**config.mk**
```make
export PLATFORM = sky130hd
export DESIGN_NAME = if_fetch_buffer
export DESIGN_NICKNAME = d
export VERILOG_FILES = /design/src/rtl/if_fetch_buffer_pkg.sv /design/src/rtl/if_fetch_buffer_fifo.sv /design/src/rtl/if_fetch_buffer.sv
export SDC_FILE = /design/constraint.sdc
export NUM_CORES = 1
export LEC_CHECK = 0
export ABC_AREA = 1
export CAP_MARGIN = 10
export CORE_MARGIN = 2
export CORE_UTILIZATION = 45
export CTS_CLUSTER_DIAMETER = 50
export DETAILED_ROUTE_END_ITERATION = 6
export PLACE_DENSITY = 0.72
export SYNTH_ARGS = -nofsm -noshare
export SYNTH_HDL_FRONTEND = slang
export SYNTH_SLANG_ARGS = --single-unit
```
**constraint.sdc**
```tcl
create_clock -name clk -period 6.1 [get_ports clk]
set_input_delay 1.525 -clock clk [delete_from_list [all_inputs] [get_ports clk]]
set_output_delay 1.525 -clock clk [all_outputs]
set_load 0.005 [all_outputs]
```
**src/rtl/if_fetch_buffer_pkg.sv**
```systemverilog
// Shared definitions for the instruction-fetch buffer.
//   INST_W     instruction / address width
//   ZERO_WORD  all-zero word
//   NOP_INST   instruction shown to decode when no entry is valid (addi x0,x0,0)
//   fetch_state_e  RUN / DRAIN fetch states
//   align_word()   force a byte address onto a word boundary
package if_fetch_buffer_pkg;

    localparam int INST_W = 32;
    localparam logic [INST_W-1:0] ZERO_WORD = '0;
    localparam logic [INST_W-1:0] NOP_INST  = 32'h0000_0013;

    typedef enum logic {
        ST_RUN   = 1'b0,
        ST_DRAIN = 1'b1
    } fetch_state_e;

    function automatic logic [INST_W-1:0] align_word(input logic [INST_W-1:0] addr);
        return {addr[INST_W-1:2], 2'b00};
    endfunction

endpackage

```
**src/rtl/if_fetch_buffer_fifo.sv**
```systemverilog
// fetch_fifo: small synchronous FIFO, DEPTH x WIDTH, head visible on dout.
// Ports:
//   clk, rst     clock, synchronous active-high reset
//   clr          synchronous clear of pointers and count
//   push, din    write din at the tail (ignored when full and not popping)
//   pop          advance the head (ignored when empty)
//   dout         current head entry
//   full, empty  occupancy flags
//   count        number of stored entries
module fetch_fifo #(
    parameter int DEPTH = 2,
    parameter int WIDTH = 32,
    parameter int CNT_W = $clog2(DEPTH) + 1
) (
    input  logic             clk,
    input  logic             rst,
    input  logic             clr,
    input  logic             push,
    input  logic             pop,
    input  logic [WIDTH-1:0] din,
    output logic [WIDTH-1:0] dout,
    output logic             full,
    output logic             empty,
    output logic [CNT_W-1:0] count
);
    localparam int PTR_W = $clog2(DEPTH);

    logic [WIDTH-1:0] mem [DEPTH];
    logic [PTR_W-1:0] wr_ptr;
    logic [PTR_W-1:0] rd_ptr;
    logic             do_push;
    logic             do_pop;

    assign empty   = (count == '0);
    assign full    = (count == CNT_W'(DEPTH));
    assign do_pop  = pop && !empty;
    assign do_push = push && (!full || do_pop);
    assign dout    = mem[rd_ptr];

    // DEPTH is a power of two, so pointers wrap by natural overflow.
    always_ff @(posedge clk) begin
        if (rst || clr) begin
            wr_ptr <= '0;
            rd_ptr <= '0;
            count  <= '0;
        end else begin
            if (do_push) wr_ptr <= wr_ptr + PTR_W'(1);
            if (do_pop)  rd_ptr <= rd_ptr + PTR_W'(1);
            case ({do_push, do_pop})
                2'b10:   count <= count + CNT_W'(1);
                2'b01:   count <= count - CNT_W'(1);
                default: count <= count;
            endcase
        end
    end

    always_ff @(posedge clk) begin
        if (do_push) mem[wr_ptr] <= din;
    end

endmodule

```
**src/rtl/if_fetch_buffer.sv**
```systemverilog
// if_fetch_buffer: fetch stage between the PC register and decode.
// Issues curr_pc to instruction memory, tags each request with its PC,
// queues {pc, inst} for decode and drops responses that belong to a
// stream killed by a redirect.
// Ports:
//   clk, rst                 clock, synchronous active-high reset
//   curr_pc                  address to fetch this cycle
//   fetch_stall              1 = fetch not accepted, PC register holds
//   flush                    redirect: kill queue and in-flight fetches
//   imem_req/addr/gnt        request channel to instruction memory
//   imem_rvalid/rdata        in-order response channel
//   id_valid/ready/pc/inst   head of the fetch queue to decode
//
// state    | meaning
// ---------+----------------------------------------------------------
// ST_RUN   | fetching; responses are written into the queue
// ST_DRAIN | waiting out drop_cnt stale responses; no new requests
module if_fetch_buffer
    import if_fetch_buffer_pkg::*;
#(
    parameter int DEPTH = 2,
    parameter int CNT_W = $clog2(DEPTH) + 1
) (
    input  logic              clk,
    input  logic              rst,
    input  logic [INST_W-1:0] curr_pc,
    output logic              fetch_stall,
    input  logic              flush,
    output logic              imem_req,
    output logic [INST_W-1:0] imem_addr,
    input  logic              imem_gnt,
    input  logic              imem_rvalid,
    input  logic [INST_W-1:0] imem_rdata,
    output logic              id_valid,
    input  logic              id_ready,
    output logic [INST_W-1:0] id_pc,
    output logic [INST_W-1:0] id_inst
);
    localparam int SUM_W = CNT_W + 1;

    fetch_state_e      state;
    logic [CNT_W-1:0]  drop_cnt;
    logic [CNT_W-1:0]  tag_count;
    logic [CNT_W-1:0]  q_count;
    logic [CNT_W-1:0]  out_next;
    logic [SUM_W-1:0]  in_use;
    logic              tag_full, tag_empty, q_full, q_empty;
    logic [INST_W-1:0] tag_pc, q_pc, q_inst;
    logic              issue, q_push, q_pop;

    // A queue slot is reserved at issue time: queued plus in-flight never exceeds DEPTH.
    assign in_use      = {1'b0, q_count} + {1'b0, tag_count};
    assign imem_req    = !rst && !flush && (state == ST_RUN) && (in_use < SUM_W'(DEPTH));
    assign imem_addr   = align_word(curr_pc);
    assign issue       = imem_req && imem_gnt;
    assign fetch_stall = !issue;

    assign q_push   = imem_rvalid && (state == ST_RUN) && !flush;
    assign q_pop    = !q_empty && id_ready && !flush;
    assign out_next = tag_count + CNT_W'(issue) - CNT_W'(imem_rvalid);

    // The tag FIFO is never flushed: every response, kept or dropped, pops its tag,
    // so tag_count is the true number of requests still owed by memory.
    fetch_fifo #(.DEPTH(DEPTH), .WIDTH(INST_W), .CNT_W(CNT_W)) u_tag_fifo (
        .clk   (clk),
        .rst   (rst),
        .clr   (1'b0),
        .push  (issue),
        .pop   (imem_rvalid),
        .din   (curr_pc),
        .dout  (tag_pc),
        .full  (tag_full),
        .empty (tag_empty),
        .count (tag_count)
    );

    fetch_fifo #(.DEPTH(DEPTH), .WIDTH(2*INST_W), .CNT_W(CNT_W)) u_inst_q (
        .clk   (clk),
        .rst   (rst),
        .clr   (flush),
        .push  (q_push),
        .pop   (q_pop),
        .din   ({tag_pc, imem_rdata}),
        .dout  ({q_pc, q_inst}),
        .full  (q_full),
        .empty (q_empty),
        .count (q_count)
    );

    assign id_valid = !q_empty;
    assign id_pc    = q_empty ? ZERO_WORD : q_pc;
    assign id_inst  = q_empty ? NOP_INST  : q_inst;

    always_ff @(posedge clk) begin
        if (rst) begin
            state    <= ST_RUN;
            drop_cnt <= '0;
        end else begin
            case (state)
                ST_RUN: begin
                    if (flush && (out_next != '0)) begin
                        state    <= ST_DRAIN;
                        drop_cnt <= out_next;
                    end
                end
                ST_DRAIN: begin
                    // A further flush here changes nothing: no new request can be in flight.
                    if (imem_rvalid) begin
                        drop_cnt <= drop_cnt - CNT_W'(1);
                        if (drop_cnt == CNT_W'(1)) state <= ST_RUN;
                    end
                end
                default: state <= ST_RUN;
            endcase
        end
    end

    a_occ_bound: assert property (@(posedge clk) disable iff (rst) q_count <= CNT_W'(DEPTH));
    a_q_room:    assert property (@(posedge clk) disable iff (rst) !(q_push && q_full && !q_pop));
    a_tag_room:  assert property (@(posedge clk) disable iff (rst) !(issue && tag_full));
    a_tag_avail: assert property (@(posedge clk) disable iff (rst) !(imem_rvalid && tag_empty));

endmodule

```
==> metrics.csv, run 1 <==
stage,metric,value,unit
global_routing,largest net degree at the start of global routing,65,
drt,Detailed Route WL,16000,microns
sta,"Min Clock Period, post-route",4460,ps
cts,clock root cell,clkbuf_16,
cts,Max Buffers Root-to-Sink,3,
synth,Syn Area/Cell,13.9,sq um
sta,Hold Fails Final Rpt,0,
worst_setup_path,CP Max Fanout,5,
synth,most common cell in the netlist,edfxtp_1,
sta,TNS Setup,0,ps
finish,share of layout cells above drive strength 1,12.4,%
global_routing,aggregate global routing overflow,0,
synth,Synth Instances,578,
worst_setup_path,Slowest Stage Delay on Critical Path,500,ps
drt,Vias/cell,5.06,
cts,CTS tree,yes,
synth,Commonest cells post-synth,"192 x edfxtp_1, 145 x nand2_1, 76 x a21oi_1, 32 x buf_4, 30 x mux2_2",
run_status,status,completed,
floorplanning,starting density of the core,46.3,%
synth,Yosys Warn Count,0,
sta,Final WS setup,1640,ps
sta,Tcrit/Tclk final,73.1,%
finish,final non-filler cell area,0.0105,sq mm
cts,PostCTS Resize Cnt,0,
synth,"Cell Area, Synth",0.00804,sq mm
cts,CTS sink count,205,
placement,placed cell area,0.00973,sq mm
sta,Clock Skew,15.6,ps
sta,setup repair after global routing missed its margin,false,
synth,"EDFF count, synth",192,
run,Max-Cap Viols,0,
finish,nets,792,
synth,synth unique cells,28,
global_routing,first-pass GRT wire length,24400,microns
floorplanning,Core Region,0.0174,sq mm
worst_setup_path,kind of end point of the critical path,primary output,
finish,area delta synth->final,30.7,%
cts,Skew-Pair Late Insertion Delay,480,ps
synth,ys async rst share,0,%
synth,Area contributors post-synth,"edfxtp_1 72%, nand2_1 6.8%, a21oi_1 4.7%",
min_path,HP Class,reg -> reg,
worst_setup_path,Crit Path Class,in -> out,
floorplanning,die height,138,microns
cts,TritonCTS buffer count,21,
floorplanning,IO Count,169,
power,Pwr per Cell Area,310,mW/mm^2
cts,hold_buf cts,0,
worst_setup_path,Worst Path Arrival,2930,ps
power,leak pwr,3.63,nW
synth,Synth Flop Type,edfxtp_1,
placement,port buffer count,166,
global_routing,vias in the first global route,4862,
drt,wire per inst,16.8,microns
floorplanning,std cell rows,48,
sta,setup violators final,0,
synth,Yosys top cell by area,edfxtp_1,
worst_setup_path,"Max stage delay cell, worst path",clkdlybuf4s50_1,
worst_setup_path,crit path launch type,primary input,
synth,"Seq/Total Area, Yosys",75.0,%
global_routing,GRT Overall Usage,16.8,%
worst_setup_path,crit-path most repeated cell,clkdlybuf4s50_1,
global_routing,initial antenna violation count,0,
drt,Initial DRC Count,224,
sta,relative slew slack,28.4,%
sta,WHS,452,ps
sta,"Slew Viols, Final",0,
finish,ant diodes,0,
worst_setup_path,CP bufs+invs,3,
sta,FMAX,0.224,GHz
sta,Worst-Margin Slew,1070,ps
floorplanning,die width,138,microns
worst_setup_path,CP Data Required Time,4580,ps
placement,dpl hpwl,9680,microns
worst_setup_path,"Cell Chain, Critical Path","clkdlybuf4s50_1, nor2_4, inv_2, nor2_8, clkdlybuf4s50_1",
power,VDD IR max,237,uV
cts,"CTS clk-pin slew, worst paths",60,ps
worst_setup_path,CP top delay family,buffers and inverters,
placement,pre-CTS setup slack,1640,ps
placement,gpl congestion,0.854,
finish,Final Core Density,60.5,%
synth,proportion of netlist area held by the largest area contributor,71.7,%
drt,Routed Antenna Nets,0,
cts,H-tree depth,1,
floorplanning,Die ar.,0.0189,sq mm
drt,first-pass detailed-route iteration total,4,
drt,via count,4842,
cts,Post-CTS Setup Repair Bufs,0,
synth,#FFs+latches synth,205,
drt,Residual DRC,0,
per-layer routing:
| metal | GRT usage (%) | share of wire [%] | vias up | wire length, microns |
|---|---|---|---|---|
| li1 | - | - | 2301 | - |
| met1 | 20.5 | 40 | 2312 | 6440 |
| met2 | 29.4 | 50 | 195 | 8050 |
| met3 | 3.46 | 7.1 | 34 | 1130 |
| met4 | 6.41 | 2.6 | 0 | 420 |
| met5 | 0 | 0 | - | 0 |
through the flow:
step / total power, mW / instances
final: 3.25 / 956
after global routing: 3.37 / 956
after CTS: 3.28 / 955
after detailed placement: 1.91 / 918
after global placement: 1.90 / 918
after floorplan: 1.78 / 579
area by class of cell:
type	count	area [sq um]
Clock buffer	22	539
Clock inverter	15	214
Fill cell	1270	6860
Inverter	19	71.3
Multi-Input combinational cell	299	1640
Sequential cell	205	6030
Tap cell	225	282
Timing Repair Buffer	171	1720
state kept, by name (all words and copies together), names as in the netlist, named ones only:
signal	flops
u_inst_q.mem	128
u_tag_fifo.mem	64
u_inst_q.count	2
u_tag_fifo.wr_ptr	1
u_tag_fifo.count	2
state	1
u_inst_q.rd_ptr	1
u_tag_fifo.rd_ptr	1
drop_cnt	2
u_inst_q.wr_ptr	1
kinds of logic (layout without fill, tap and decap cells):
group,Yosys count,after routing,synth area share [%]
flip-flops,205,205,75.0
AND/OR/NAND/NOR,171,171,8.72
AO/OA/AOI/OAI,88,88,5.71
buffers and inverters,75,227,5.08
multiplexers,32,32,4.48
adder cells (fa/ha/maj),5,5,0.872
other,1,2,0.0467
XOR/XNOR,1,1,0.109
path summary, 6_finish.rpt:
check,from,to,slack (ps),cells after the start
worst max-delay path,flush,imem_req,1640,5
worst min-delay path,u_tag_fifo.rd_ptr,register,450,1
worst max register to register,u_inst_q.count[0],u_tag_fifo.mem[0][20],3120,8
worst min register to register,u_tag_fifo.rd_ptr,register,450,1
report_power, final:
part	internal (mW)	total, mW	leakage [nW]	switching [mW]
Sequential	1.60	1.62	1.86	0.0258
Combinational	0.132	0.254	1.40	0.122
Clock	0.858	1.37	0.373	0.516
Total	2.59	3.25	3.63	0.663
cell usage in the layout (no fill, tap or decap), types with 5 or more instances in the layout:
master and count:
a21oi_1 76, bufinv_16 5, clkbuf_16 21, clkdlybuf4s50_1 166, clkinv_2 6, dfxtp_1 11
edfxtp_1 192, inv_1 16, mux2_2 30, nand2_1 145, nand3_1 5, nor2_1 6
nor2_4 6, o21ai_0 10
Power figures use the tool's default switching activity.
==> run 2, diff against run 1 <==
Clock period 6.1 ns to 4.6 ns, I/O delays scaled along.
==> metrics.csv, run 2 (same netlist as run 1, synthesis figures left out) <==
stage,metric,value,unit,change
cts,TritonCTS buffer count,22,,was 21
global_routing,vias in the first global route,4890,,was 4862
cts,clock root cell,clkbuf_16,,unchanged
cts,CTS sink count,205,,unchanged
drt,Routed Antenna Nets,0,,unchanged
floorplanning,Core Region,0.0174,sq mm,unchanged
cts,Post-CTS Setup Repair Bufs,0,,unchanged
worst_setup_path,Worst Path Arrival,2670,ps,was 2930 ps
finish,area delta synth->final,31.3,%,was 30.7%
cts,hold_buf cts,0,,unchanged
power,sw frac,20.2,%,was 20.4%
min_path,HP Class,reg -> reg,,unchanged
sta,Final WS setup,778,ps,was 1640 ps
finish,most frequent cells in the layout,"192 x edfxtp_1, 166 x clkdlybuf4s50_1, 145 x nand2_1",,unchanged
power,Psw,888,uW,was 663 uW
drt,via count,4879,,was 4842
floorplanning,die height,138,microns,unchanged
finish,max reg flops,128,,unchanged
power,sequential share of power,49.1,%,was 49.9%
finish,nets,797,,was 792
power,internal power,3.50,mW,was 2.59 mW
worst_setup_path,kind of end point of the critical path,primary output,,unchanged
finish,"most common cell after layout, fill and taps aside",edfxtp_1,,unchanged
drt,DRT met1 WL,6630,microns,was 6440 microns
finish,area of the multi-input gates,0.00164,sq mm,unchanged
drt,top sig layer,met4,,unchanged
run,Max-Cap Viols,0,,unchanged
finish,register area,0.00603,sq mm,unchanged
sta,Clock Skew,7.65,ps,was 15.6 ps
power,Pwr per Cell Area,416,mW/mm^2,was 310 mW/mm^2
finish,biggest regs,"u_inst_q.mem: 128 flops, u_tag_fifo.mem: 64 flops",,unchanged
worst_setup_path,CP Data Required Time,3450,ps,was 4580 ps
drt,first-pass detailed-route iteration total,5,,was 4
run_status,status,completed,,unchanged
power,Gate power share,7.7,%,was 7.8%
floorplanning,die width,138,microns,unchanged
cts,"CTS clk-pin slew, worst paths",60,ps,about the same
drt,Residual DRC,0,,unchanged
cts,H-tree depth,1,,unchanged
power,VDD IR max,333,uV,was 237 uV
drt,Routed met2 length,8070,microns,was 8050 microns
floorplanning,starting density of the core,46.3,%,unchanged
sta,Tcrit/Tclk final,83.1,%,
worst_setup_path,CP Max Fanout,38,,was 5
cts,PostCTS Resize Cnt,0,,unchanged
global_routing,aggregate global routing overflow,0,,unchanged
finish,ant diodes,0,,unchanged
finish,Final Core Density,60.8,%,was 60.5%
worst_setup_path,crit path launch type,register,,was primary input
sta,Worst-Margin Slew,1060,ps,was 1070 ps
cts,Max Buffers Root-to-Sink,3,,unchanged
power,leak pwr,3.65,nW,was 3.63 nW
global_routing,GRT Overall Usage,16.6,%,was 16.8%
finish,# fillers,1292,,was 1270
sta,"Min Clock Period, post-route",3820,ps,
cts,CTS tree,yes,,unchanged
sta,TNS Setup,0,ps,unchanged
finish,register name with the most flops,u_inst_q.mem,,unchanged
floorplanning,std cell rows,48,,unchanged
power,clock share of power,43.2,%,was 42.3%
cts,Skew-Pair Late Insertion Delay,490,ps,was 480 ps
global_routing,largest net degree at the start of global routing,65,,unchanged
global_routing,initial antenna violation count,0,,unchanged
sta,setup repair after global routing missed its margin,false,,unchanged
sta,relative slew slack,29.1,%,was 28.4%
placement,gpl congestion,0.839,,was 0.854
global_routing,first-pass GRT wire length,24000,microns,was 24400 microns
worst_setup_path,Crit Path Class,reg -> out,,was in -> out
drt,wire per inst,16.7,microns,was 16.8 microns
placement,port buffer count,166,,unchanged
sta,FMAX,0.262,GHz,
drt,Initial DRC Count,179,,was 224
drt,metal3 WL,1020,microns,was 1130 microns
drt,Detailed Route WL,16000,microns,about the same
sta,setup violators final,0,,unchanged
drt,Vias/cell,5.07,,was 5.06
sta,"Slew Viols, Final",0,,unchanged
sta,Hold Fails Final Rpt,0,,unchanged
placement,dpl hpwl,9760,microns,was 9680 microns
finish,share of layout cells above drive strength 1,12.5,%,was 12.4%
placement,pre-CTS setup slack,892,ps,was 1640 ps
floorplanning,Die ar.,0.0189,sq mm,unchanged
floorplanning,IO Count,169,,unchanged
run 2: layout make-up:
cell class	instances	share of cell area [%]
timing repair buffer	175	16.4
multi-input combinational	299	15.6
clock buffer	28	5.63
clock inverter	12	1.96
inverter	19	0.676
sequential	205	57.1
tap	225	2.67
run 2: worst max-delay path, cell delays in order (launching register included):
cell             delay [ps]
dfxtp_1                 380
nor2_4                  790
buf_4                   420
a21oi_1                 100
clkdlybuf4s50_1         460
run 2: layer usage:
layer | global-route usage, % | vias up
met1 | 20.3 | 2363
met2 | 29.5 | 176
li1 | - | 2312
met4 | 5.38 | 0
met3 | 3.13 | 28
met5 | 0 | -
run 2: final timing paths:
path | startpoint | to | slack, ps | depth (start not counted)
setup / recovery | u_inst_q.count[0] | id_inst[20] | 780 | 4
hold / removal | u_tag_fifo.rd_ptr | register | 460 | 1
hold reg to reg | u_tag_fifo.rd_ptr | register | 460 | 1
setup reg to reg | u_inst_q.count[0] | u_tag_fifo.count[1] | 1870 | 12
run 2: stage by stage:
step	hold slack (ps)	cell area [sq um]	instances	total power, mW
2_1_floorplan	425	8040	579	2.36
3_3_place_gp	433	9750	923	2.51
3_5_place_dp	440	9750	923	2.53
4_1_cts	452	10600	963	4.42
5_1_grt	476	10600	963	4.53
6_report	463	10600	963	4.39
run 2: power groups by stage:
| stage | Combinational (mW) | Clock (mW) | Sequential, mW |
|---|---|---|---|
| 3_5_place_dp | 0.338 | 0 | 2.19 |
| 5_1_grt | 0.367 | 2.01 | 2.16 |
| 2_1_floorplan | 0.185 | 0 | 2.18 |
| 3_3_place_gp | 0.325 | 0 | 2.19 |
| 6_report | 0.337 | 1.90 | 2.15 |
| 4_1_cts | 0.341 | 1.93 | 2.15 |
==> run 3, diff against run 2 <==
Settings changed: PLACE_DENSITY 0.72 to 0.75.
Clock period 4.6 ns to 3.5 ns, I/O delays scaled along.
==> metrics.csv, run 3 (same netlist as run 1, synthesis figures left out) <==
stage,metric,value,unit,change
finish,most frequent cells in the layout,"192 x edfxtp_1, 166 x clkdlybuf4s50_1, 145 x nand2_1",,unchanged
placement,placed cell area,0.00981,sq mm,was 0.00975 sq mm
worst_setup_path,crit path launch type,register,,unchanged
worst_setup_path,RR Startpoint,u_inst_q.count[0],,unchanged
worst_setup_path,critical path startpoint,u_inst_q.count[0],,unchanged
finish,Final Core Density,61.0,%,was 60.8%
worst_setup_path,CP Max Fanout,6,,was 38
global_routing,largest net degree at the start of global routing,40,,was 65
power,sequential share of power,49.6,%,was 49.1%
drt,Initial DRC Count,232,,was 179
cts,hold_buf cts,0,,unchanged
sta,Worst-Margin Slew,643,ps,was 1060 ps
power,sw frac,20.6,%,was 20.2%
floorplanning,IO Count,169,,unchanged
sta,FMAX,0.305,GHz,
placement,dpl cells,927,,was 923
drt,Vias/cell,5.04,,was 5.07
cts,CTS sink count,205,,unchanged
sta,Hold Fails Final Rpt,0,,unchanged
cts,PostCTS Resize Cnt,0,,unchanged
cts,CTS tree,yes,,unchanged
drt,wire per inst,17.0,microns,was 16.7 microns
cts,Post-CTS Setup Repair Bufs,0,,unchanged
drt,Detailed Route WL,16500,microns,was 16000 microns
finish,biggest regs,"u_inst_q.mem: 128 flops, u_tag_fifo.mem: 64 flops",,unchanged
global_routing,first-pass GRT wire length,24700,microns,was 24000 microns
finish,ant diodes,0,,unchanged
finish,area delta synth->final,31.6,%,was 31.3%
power,Psw,1.17,mW,was 888 uW
sta,Tcrit/Tclk final,93.8,%,
finish,register area,0.00603,sq mm,unchanged
drt,Residual DRC,0,,unchanged
run_status,status,completed,,unchanged
cts,"CTS clk-pin slew, worst paths",60,ps,about the same
power,internal power,4.50,mW,was 3.50 mW
power,VDD IR max,304,uV,was 333 uV
cts,H-tree depth,1,,unchanged
sta,"Min Clock Period, post-route",3280,ps,
drt,via count,4877,,was 4879
power,leak pwr,3.67,nW,was 3.65 nW
cts,Skew-Pair Late Insertion Delay,490,ps,about the same
placement,port buffer count,166,,unchanged
power,Pwr per Cell Area,536,mW/mm^2,was 416 mW/mm^2
floorplanning,Core Region,0.0174,sq mm,unchanged
placement,gpl congestion,0.803,,was 0.839
worst_setup_path,Worst Path Arrival,2410,ps,was 2670 ps
global_routing,initial antenna violation count,0,,unchanged
power,clock share of power,42.2,%,was 43.2%
drt,first-pass detailed-route iteration total,6,,was 5
sta,TNS Setup,0,ps,unchanged
finish,register name with the most flops,u_inst_q.mem,,unchanged
sta,relative slew slack,57.1,%,was 29.1%
worst_setup_path,CP Data Required Time,2620,ps,was 3450 ps
finish,share of layout cells above drive strength 1,13.1,%,was 12.5%
finish,"most common cell after layout, fill and taps aside",edfxtp_1,,unchanged
sta,setup repair after global routing missed its margin,false,,unchanged
min_path,HP Class,reg -> reg,,unchanged
sta,Clock Skew,7.13,ps,was 7.65 ps
min_path,hold_sp,u_tag_fifo.rd_ptr,,unchanged
sta,setup violators final,0,,unchanged
worst_setup_path,kind of end point of the critical path,primary output,,unchanged
floorplanning,starting density of the core,46.3,%,unchanged
run,Max-Cap Viols,0,,unchanged
finish,max reg flops,128,,unchanged
drt,Routed Antenna Nets,0,,unchanged
finish,# fillers,1288,,was 1292
worst_setup_path,Crit Path Class,reg -> out,,unchanged
cts,Max Buffers Root-to-Sink,3,,unchanged
finish,area of the multi-input gates,0.00164,sq mm,unchanged
finish,final non-filler cell total,967,,was 963
cts,clock root cell,clkbuf_16,,unchanged
finish,final non-filler cell area,0.0106,sq mm,about the same
global_routing,GRT Overall Usage,16.9,%,was 16.6%
sta,"Slew Viols, Final",0,,unchanged
global_routing,aggregate global routing overflow,0,,unchanged
global_routing,vias in the first global route,4890,,unchanged
floorplanning,Die ar.,0.0189,sq mm,unchanged
placement,dpl hpwl,10300,microns,was 9760 microns
floorplanning,std cell rows,48,,unchanged
cts,TritonCTS buffer count,22,,unchanged
finish,nets,801,,was 797
sta,WHS,457,ps,was 463 ps
power,Gate power share,8.2,%,was 7.7%
floorplanning,die height,138,microns,unchanged
floorplanning,die width,138,microns,unchanged
-- run 3: cell types whose count changed in the layout (fill, tap and decap cells not counted), sizes merged --
cell and change:
clkbuf -1, buf +4, inv +2, bufinv -2, clkinvlp +1
-- run 3: critical path, cell delays in order, from the launching register on --
cell and delay (ps):
dfxtp_2 420, nand2_1 80, inv_1 70, fa_1 410
nor2_1 190, nand2_2 120, nor2_8 130, clkdlybuf4s50_1 510
-- run 3: final cells by class --
class	instances	share of cell area (%)
Clock inverter	13	1.43
Clock buffer	27	5.87
Inverter	19	0.674
Sequential cell	205	57.0
Multi-Input combinational cell	299	15.5
Tap cell	225	2.66
Timing Repair Buffer	179	16.9
-- run 3: worst paths after layout --
kind | cells after the start | to | slack, ps
worst max-delay path | 7 | imem_req | 220
worst min-delay path | 1 | register | 460
worst max register to register | 12 | u_tag_fifo.count[1] | 900
worst min register to register | 1 | register | 460
-- run 3: routing by layer --
layer | GRT usage (%) | up-vias | wire, microns
met1 | 20.7 | 2346 | 6750
met5 | 0 | - | 0
met2 | 30.6 | 173 | 8380
met3 | 2.72 | 29 | 976
met4 | 5.15 | 0 | 352
li1 | - | 2329 | -
-- run 3: stage by stage --
stage | worst slack [ps] | total power, mW
2_1_floorplan | -883 | 3.10
3_3_place_gp | 344 | 3.30
3_5_place_dp | 325 | 3.33
4_1_cts | 91.0 | 5.74
5_1_grt | 81.2 | 5.88
6_report | 217 | 5.67
-- run 3: power by group through the flow --
stage	sequential [mW]	combinational, mW	clock (mW)
after floorplan	2.86	0.244	0
after global placement	2.86	0.445	0
after detailed placement	2.86	0.466	0
after CTS	2.81	0.470	2.46
after global routing	2.82	0.509	2.55
final	2.81	0.466	2.39
